==> src/rtl/vadd_pkg.sv <==
// ============================================================================
// Module      : vadd_pkg
// Description : Shared constants for the vector-add AXIS transmitter slice.
// Revision    : 1.0 - initial release
// ============================================================================
`default_nettype none

package vadd_pkg;

    localparam logic [1:0] ST_IDLE = 2'd0;
    localparam logic [1:0] ST_RUN  = 2'd1;
    localparam logic [1:0] ST_DONE = 2'd2;

    // Wide enough for a 512-bit stream; users slice off the low bytes they need.
    localparam int unsigned         AXIS_KEEP_MAX_W = 64;
    localparam logic [AXIS_KEEP_MAX_W-1:0] AXIS_KEEP_ALL = '1;

    function automatic int unsigned fifo_aw(input int unsigned depth);
        return $clog2(depth);
    endfunction

endpackage

`default_nettype wire

==> src/rtl/vadd_sync_fifo.sv <==
// ============================================================================
// Module      : vadd_sync_fifo
// Description : Single-clock FIFO with registered full flag and head-of-queue read.
// Revision    : 1.0 - initial release
// ============================================================================
`default_nettype none

module vadd_sync_fifo
    import vadd_pkg::*;
#(
    parameter int unsigned WIDTH = 32,
    parameter int unsigned DEPTH = 16
) (
    input  logic             clk,
    input  logic             rst,
    input  logic             push,
    input  logic [WIDTH-1:0] push_data,
    input  logic             pop,
    output logic             full,
    output logic             empty,
    output logic [WIDTH-1:0] head
);

    localparam int unsigned  AW          = fifo_aw(DEPTH);
    localparam logic [AW:0]  C_DEPTH     = (AW + 1)'(DEPTH);
    localparam logic [AW:0]  C_CNT_ONE   = (AW + 1)'(1);
    localparam logic [AW-1:0] C_PTR_ONE  = AW'(1);

    logic [WIDTH-1:0] r_mem [DEPTH];
    logic [AW-1:0]    r_wr_ptr;
    logic [AW-1:0]    r_rd_ptr;
    logic [AW:0]      r_count;
    logic [AW:0]      w_count_nxt;
    logic             r_full;
    logic             w_push_ok;
    logic             w_pop_ok;

    // A push against a full FIFO is lost even if a pop frees a slot this cycle.
    assign w_push_ok = push && !r_full;
    assign w_pop_ok  = pop && (r_count != '0);

    always_comb begin
        w_count_nxt = r_count;
        if (w_push_ok && !w_pop_ok) begin
            w_count_nxt = r_count + C_CNT_ONE;
        end else if (!w_push_ok && w_pop_ok) begin
            w_count_nxt = r_count - C_CNT_ONE;
        end
    end

    always_ff @(posedge clk) begin
        if (rst) begin
            r_wr_ptr <= '0;
            r_rd_ptr <= '0;
            r_count  <= '0;
            r_full   <= 1'b0;
        end else begin
            if (w_push_ok) begin
                r_wr_ptr <= r_wr_ptr + C_PTR_ONE;
            end
            if (w_pop_ok) begin
                r_rd_ptr <= r_rd_ptr + C_PTR_ONE;
            end
            r_count <= w_count_nxt;
            r_full  <= (w_count_nxt == C_DEPTH);
        end
    end

    always_ff @(posedge clk) begin
        if (w_push_ok) begin
            r_mem[r_wr_ptr] <= push_data;
        end
    end

    assign full  = r_full;
    assign empty = (r_count == '0);
    assign head  = r_mem[r_rd_ptr];

endmodule

`default_nettype wire

==> src/rtl/vadd_axis_tx.sv <==
// ============================================================================
// Module      : vadd_axis_tx
// Description : AXI4-Stream master that sends `len` FIFO words per ap_start.
//               Define VADD_AXIS_TX_STATS_EN to add stall/starve counters.
// Revision    : 1.0 - initial release
// ============================================================================
`default_nettype none

module vadd_axis_tx
    import vadd_pkg::*;
#(
    parameter int unsigned C_AXIS_TDATA_WIDTH = 32,
    parameter int unsigned FIFO_DEPTH         = 16,
    parameter int unsigned LEN_WIDTH          = 32
) (
    input  logic                            ap_aclk,
    input  logic                            ap_areset,
    input  logic                            ap_start,
    input  logic [LEN_WIDTH-1:0]            len,
    output logic                            ap_idle,
    output logic                            ap_done,
    input  logic                            s_wr_en,
    input  logic [C_AXIS_TDATA_WIDTH-1:0]   s_wr_data,
    output logic                            s_wr_full,
    output logic                            m_axis_tvalid,
    input  logic                            m_axis_tready,
    output logic [C_AXIS_TDATA_WIDTH-1:0]   m_axis_tdata,
    output logic [C_AXIS_TDATA_WIDTH/8-1:0] m_axis_tkeep,
    output logic                            m_axis_tlast
`ifdef VADD_AXIS_TX_STATS_EN
    ,
    output logic [31:0]                     stall_cnt,
    output logic [31:0]                     starve_cnt
`endif
);

    localparam int unsigned          KEEP_W    = C_AXIS_TDATA_WIDTH / 8;
    localparam logic [LEN_WIDTH-1:0] C_LEN_ONE = LEN_WIDTH'(1);

    logic [1:0]                    r_state;
    logic [1:0]                    w_state_nxt;
    logic [LEN_WIDTH-1:0]          r_len_q;
    logic [LEN_WIDTH-1:0]          r_issued;
    logic                          r_tvalid;
    logic                          r_tlast;
    logic [C_AXIS_TDATA_WIDTH-1:0] r_tdata;
    logic                          w_fifo_empty;
    logic                          w_fifo_full;
    logic [C_AXIS_TDATA_WIDTH-1:0] w_fifo_head;
    logic                          w_start_ok;
    logic                          w_hs;
    logic                          w_load;

    vadd_sync_fifo #(
        .WIDTH (C_AXIS_TDATA_WIDTH),
        .DEPTH (FIFO_DEPTH)
    ) u_fifo (
        .clk       (ap_aclk),
        .rst       (ap_areset),
        .push      (s_wr_en),
        .push_data (s_wr_data),
        .pop       (w_load),
        .full      (w_fifo_full),
        .empty     (w_fifo_empty),
        .head      (w_fifo_head)
    );

    assign w_start_ok = (r_state == ST_IDLE) && ap_start;
    assign w_hs       = r_tvalid && m_axis_tready;
    // Refill on the handshake cycle itself so back-to-back beats need no bubble.
    assign w_load     = (r_state == ST_RUN) && !w_fifo_empty
                        && (r_issued < r_len_q) && (!r_tvalid || m_axis_tready);

    always_ff @(posedge ap_aclk) begin
        if (ap_areset) begin
            r_state <= ST_IDLE;
        end else begin
            r_state <= w_state_nxt;
        end
    end

    always_comb begin
        w_state_nxt = r_state;
        case (r_state)
            ST_IDLE: begin
                if (ap_start) begin
                    w_state_nxt = (len == '0) ? ST_DONE : ST_RUN;
                end
            end
            ST_RUN: begin
                if (w_hs && r_tlast) begin
                    w_state_nxt = ST_DONE;
                end
            end
            ST_DONE: w_state_nxt = ST_IDLE;
            default: w_state_nxt = ST_IDLE;
        endcase
    end

    always_comb begin
        ap_idle = (r_state == ST_IDLE);
        ap_done = (r_state == ST_DONE);
    end

    always_ff @(posedge ap_aclk) begin
        if (ap_areset) begin
            r_len_q  <= '0;
            r_issued <= '0;
            r_tvalid <= 1'b0;
            r_tlast  <= 1'b0;
            r_tdata  <= '0;
        end else begin
            if (w_start_ok) begin
                r_len_q  <= len;
                r_issued <= '0;
            end
            if (w_load) begin
                r_tvalid <= 1'b1;
                r_tdata  <= w_fifo_head;
                r_tlast  <= (r_issued == r_len_q - C_LEN_ONE);
                r_issued <= r_issued + C_LEN_ONE;
            end else if (w_hs) begin
                r_tvalid <= 1'b0;
                r_tlast  <= 1'b0;
            end
        end
    end

`ifdef VADD_AXIS_TX_STATS_EN
    logic [31:0] r_stall_cnt;
    logic [31:0] r_starve_cnt;

    always_ff @(posedge ap_aclk) begin
        if (ap_areset || w_start_ok) begin
            r_stall_cnt  <= '0;
            r_starve_cnt <= '0;
        end else if (r_state == ST_RUN) begin
            if (r_tvalid && !m_axis_tready && (r_stall_cnt != '1)) begin
                r_stall_cnt <= r_stall_cnt + 32'd1;
            end
            if (!r_tvalid && w_fifo_empty && (r_starve_cnt != '1)) begin
                r_starve_cnt <= r_starve_cnt + 32'd1;
            end
        end
    end

    assign stall_cnt  = r_stall_cnt;
    assign starve_cnt = r_starve_cnt;
`endif

    assign s_wr_full     = w_fifo_full;
    assign m_axis_tvalid = r_tvalid;
    assign m_axis_tdata  = r_tdata;
    assign m_axis_tlast  = r_tlast;
    assign m_axis_tkeep  = AXIS_KEEP_ALL[KEEP_W-1:0];

endmodule

`default_nettype wire
==> config.mk <==
export PLATFORM = sky130hd
export DESIGN_NAME = vadd_axis_tx
export DESIGN_NICKNAME = d
export VERILOG_FILES = /design/src/rtl/vadd_pkg.sv /design/src/rtl/vadd_sync_fifo.sv /design/src/rtl/vadd_axis_tx.sv
export SDC_FILE = /design/constraint.sdc
export NUM_CORES = 1
export LEC_CHECK = 0
export ABC_AREA = 1
export BUFFER_PORTS_ARGS = -buffer_cell sky130_fd_sc_hd__clkbuf_2
export CAP_MARGIN = 10
export CORE_ASPECT_RATIO = 1.2
export CORE_UTILIZATION = 35
export DETAILED_ROUTE_END_ITERATION = 12
export PLACE_DENSITY_LB_ADDON = 0.25
export SKIP_CTS_REPAIR_TIMING = 1
export SLEW_MARGIN = 20
export SYNTH_ARGS = -nofsm -noshare
export SYNTH_HDL_FRONTEND = slang
export SYNTH_SLANG_ARGS = --single-unit
==> constraint.sdc <==
create_clock -name ap_aclk -period 6.1 [get_ports ap_aclk]
set_input_delay 0.61 -clock ap_aclk [delete_from_list [all_inputs] [get_ports ap_aclk]]
set_output_delay 0.61 -clock ap_aclk [all_outputs]
set_load 0.01 [all_outputs]
==> PnR_summary.wiki <==
{| class="wikitable"
! Metric !! Value
|-
| Run status || completed
|-
| Main flop type after synthesis || sky130_fd_sc_hd__edfxtp_1
|-
| Final Hold Slack || 0.328 ns
|-
| Effective utilization at floorplan || 35.4%
|-
| Number of H-tree levels || 3
|-
| Final-layout setup total negative slack || 0 ns
|-
| Via total after detailed routing || 18400
|-
| Overall routed net length || 71000 microns
|-
| Sequential area share after synthesis || 66.6%
|-
| Class of the tightest hold or removal check || primary input to flip-flop
|-
| Post-route total power || 9900 uW
|-
| Grt total ovfl || 0
|-
| Number of violations reported at the end of detailed-routing iteration 0 || 1559
|-
| Area inside the core boundary || 0.0750 sq mm
|-
| Final setup fails || 0
|-
| Syn-to-layout area delta || 14.3%
|-
| Y dimension of the die || 304 microns
|-
| Clock-pin slew reported for the worst setup and hold paths after clock tree synthesis || 0.06 ns
|-
| Biggest fanout along the worst timing path || 91
|-
| Die ar. || 0.0769 sq mm
|-
| Category of the worst setup path capture point || flip-flop
|-
| Commonest cells after routing, fill and taps aside || sky130_fd_sc_hd__edfxtp_1 (512), sky130_fd_sc_hd__o21ai_0 (348), sky130_fd_sc_hd__nor2_1 (332)
|-
| Routed length per instance || 20.7 microns
|-
| TritonCTS clock tree || yes
|-
| GR met3 Demand/Resource || 3.52%
|-
| Number of nets in the layout || 2488
|-
| Port-buffer cells || 105
|-
| Period utilization || 52.9%
|-
| CP Class || flip-flop to flip-flop
|-
| Required time reported for the critical path endpoint || 6.53 ns
|-
| Fill count || 7092
|-
| Number of cells produced by synthesis || 2313
|-
| Post-synth ARST share || 0%
|-
| Remaining design rule violation count || 0
|-
| Number of register bits inferred by synthesis || 626
|-
| Count of standard-cell rows || 110
|-
| RSZ-0062 raised after global routing || false
|-
| Nature of the critical path startpoint || flip-flop
|-
| Max Clock Skew || 0.0239 ns
|-
| GP Congestion || 0.837
|-
| Number of enable-type register cells in the synthesized netlist || 512
|-
| Post-DR vias/cell || 5.34
|-
| Pin count of the biggest net entering global routing || 221
|-
| Final instance area || 0.0303 sq mm
|-
| Grt met1 use || 23.4%
|-
| Half-perimeter wire length after placement || 38500 microns
|-
| Clock root cell || sky130_fd_sc_hd__clkbuf_16
|-
| Commonest non-fill, non-tap cell in the layout || sky130_fd_sc_hd__edfxtp_1
|-
| Wire length of the first global-routing pass || 108000 microns
|-
| Synthesis warning total || 0
|-
| Share of layout cells above drive strength 1 || 12.8%
|-
| Transition time at the pin with the least slew margin || 1.12 ns
|-
| Count of pins over their slew limit || 0
|-
| Max clock buf depth || 3
|-
| Pwr/cell area || 327 mW/mm^2
|-
| Number of global-route vias before repair || 18300
|-
| Number of top-level design ports || 110
|-
| Overall track demand over capacity in global routing || 18.5%
|-
| Max_cap viols || 0
|-
| Floorplan die width || 253 microns
|-
| Synthesized area || 0.0265 sq mm
|-
| Global-route met2 utilization || 31.9%
|-
| Leakage power figure || 0.0102 uW
|-
| Number of buffers inserted during clock tree synthesis || 68
|-
| Mean post-synth cell area || 11.5 sq um
|-
| Number of hold-slack violations in the final timing report || 0
|-
| Source-to-sink clock delay at the later pin of the worst-skew pair || 0.60 ns
|-
| Shortest clock period the worst path allows after layout || 3.22 ns
|-
| Number of sinks on the clock net || 626
|-
| Number of antenna violations at the first check in global routing || 4
|-
| Count of cell types in the netlist || 52
|-
| Max Clock Freq || 0.310 GHz
|-
| Relative max-transition margin || 25.6%
|-
| Data arrival time of the worst path || 3.65 ns
|-
| Post-route antenna net violation count || 0
|-
| Top Usage Layer GRT || met2
|-
| Worst supply voltage drop on vdd || 0.241 mV
|-
| Post-placement cell area || 0.0281 sq mm
|-
| Pre-antenna DRT Iters || 9
|}
-- flip-flops by register name, indices dropped and copies added (netlist names) --
| signal | cells |
|---|---|
| u_fifo.full | 1 |
| u_fifo.r_rd_ptr | 4 |
| r_state | 2 |
| u_fifo.r_count | 5 |
| u_fifo.r_wr_ptr | 4 |
| m_axis_tlast | 1 |
| m_axis_tvalid | 1 |
| r_len_q | 32 |
| m_axis_tdata | 32 |
| u_fifo.r_mem | 512 |
| r_issued | 32 |
-- area by class of cell --
type / instances / area [sq um] / share of cell area, %
Sequential cell: 626 / 17700 / 58.3
Multi-Input combinational cell: 1432 / 7960 / 26.3
Clock buffer: 85 / 1840 / 6.06
Tap cell: 1008 / 1260 / 4.16
Timing Repair Buffer: 133 / 768 / 2.53
Inverter: 117 / 452 / 1.49
Clock inverter: 36 / 358 / 1.18
Antenna cell: 1 / 2.50 / 0.00826
-- report_power, final --
| group | switching, uW | total, uW | internal [uW] |
|---|---|---|---|
| Sequential | 103 | 4820 | 4720 |
| Combinational | 710 | 1020 | 311 |
| Clock | 1700 | 4060 | 2360 |
| Total | 2510 | 9900 | 7390 |
-- synthesized netlist by cell type, types with 3 or more instances --
master	n	area (sq um)
sky130_fd_sc_hd__a21oi_1	85	425
sky130_fd_sc_hd__buf_2	22	110
sky130_fd_sc_hd__nor2_1	348	1310
sky130_fd_sc_hd__clkinv_1	4	15.0
sky130_fd_sc_hd__nor3_1	11	55.1
sky130_fd_sc_hd__nor2_4	5	56.3
sky130_fd_sc_hd__inv_1	104	390
sky130_fd_sc_hd__xnor2_1	23	201
sky130_fd_sc_hd__xor2_1	31	272
sky130_fd_sc_hd__nand3b_1	3	22.5
sky130_fd_sc_hd__o221ai_1	87	762
sky130_fd_sc_hd__dfxtp_1	114	2280
sky130_fd_sc_hd__nand4_1	15	93.8
sky130_fd_sc_hd__nor3_2	3	30.0
sky130_fd_sc_hd__inv_2	7	26.3
sky130_fd_sc_hd__nor4_1	11	68.8
sky130_fd_sc_hd__o21ai_1	3	15.0
sky130_fd_sc_hd__clkbuf_1	111	417
sky130_fd_sc_hd__ha_1	41	513
sky130_fd_sc_hd__o211ai_1	43	323
sky130_fd_sc_hd__or2_2	3	18.8
sky130_fd_sc_hd__o22ai_1	43	269
sky130_fd_sc_hd__buf_4	5	37.5
sky130_fd_sc_hd__nand2_1	178	668
sky130_fd_sc_hd__a31oi_1	34	213
sky130_fd_sc_hd__nand3_1	73	365
sky130_fd_sc_hd__edfxtp_1	512	15400
sky130_fd_sc_hd__nand3_4	3	52.6
sky130_fd_sc_hd__nor2_2	11	68.8
sky130_fd_sc_hd__o21ai_0	348	1740
-- metrics by stage --
stage                     util (%)  instances  setup slack (ns)
final                         40.4       3438              2.88
after global routing          40.4       3437              2.68
after CTS                     40.4       3436              2.78
after detailed placement      37.4       3315              2.79
after global placement        37.4       3315              2.76
after floorplan                  -       2316              2.96
-- critical path, cell delays in order, from the launching register on --
cell	delay (ns)
sky130_fd_sc_hd__dfxtp_4	0.83
sky130_fd_sc_hd__clkinv_2	0.74
sky130_fd_sc_hd__buf_4	0.67
sky130_fd_sc_hd__o21ai_0	0.26
sky130_fd_sc_hd__o221ai_1	0.15
sky130_fd_sc_hd__nand3_1	0.15
sky130_fd_sc_hd__a31oi_1	0.10
-- final timing paths --
kind,from,cells past startpoint,slack (ns),to
worst max-delay path,u_fifo.r_rd_ptr[1],6,2.88,m_axis_tdata[15]
worst min register to register,r_state[0],2,0.53,r_state[1]
worst min-delay path,len[9],3,0.33,r_len_q[9]
worst max register to register,u_fifo.r_rd_ptr[1],6,2.88,m_axis_tdata[15]
-- cells by family after synthesis --
kind of cell,count (synthesis),share of synthesized area [%]
compound gates,655,14.6
xor+xnor,54,1.78
buf+inv,258,3.90
fa+ha+maj,41,1.93
flops,626,66.6
simple gates,678,11.2
other cells,1,0.0141
-- per-layer routing --
metal / share of wire, % / vias to the layer above
li1: - / 8604
met1: 43 / 9098
met2: 49 / 531
met3: 5.8 / 133
met4: 2.4 / 6
met5: 0.068 / -
Note: power is estimated with default switching activity, not from simulation.
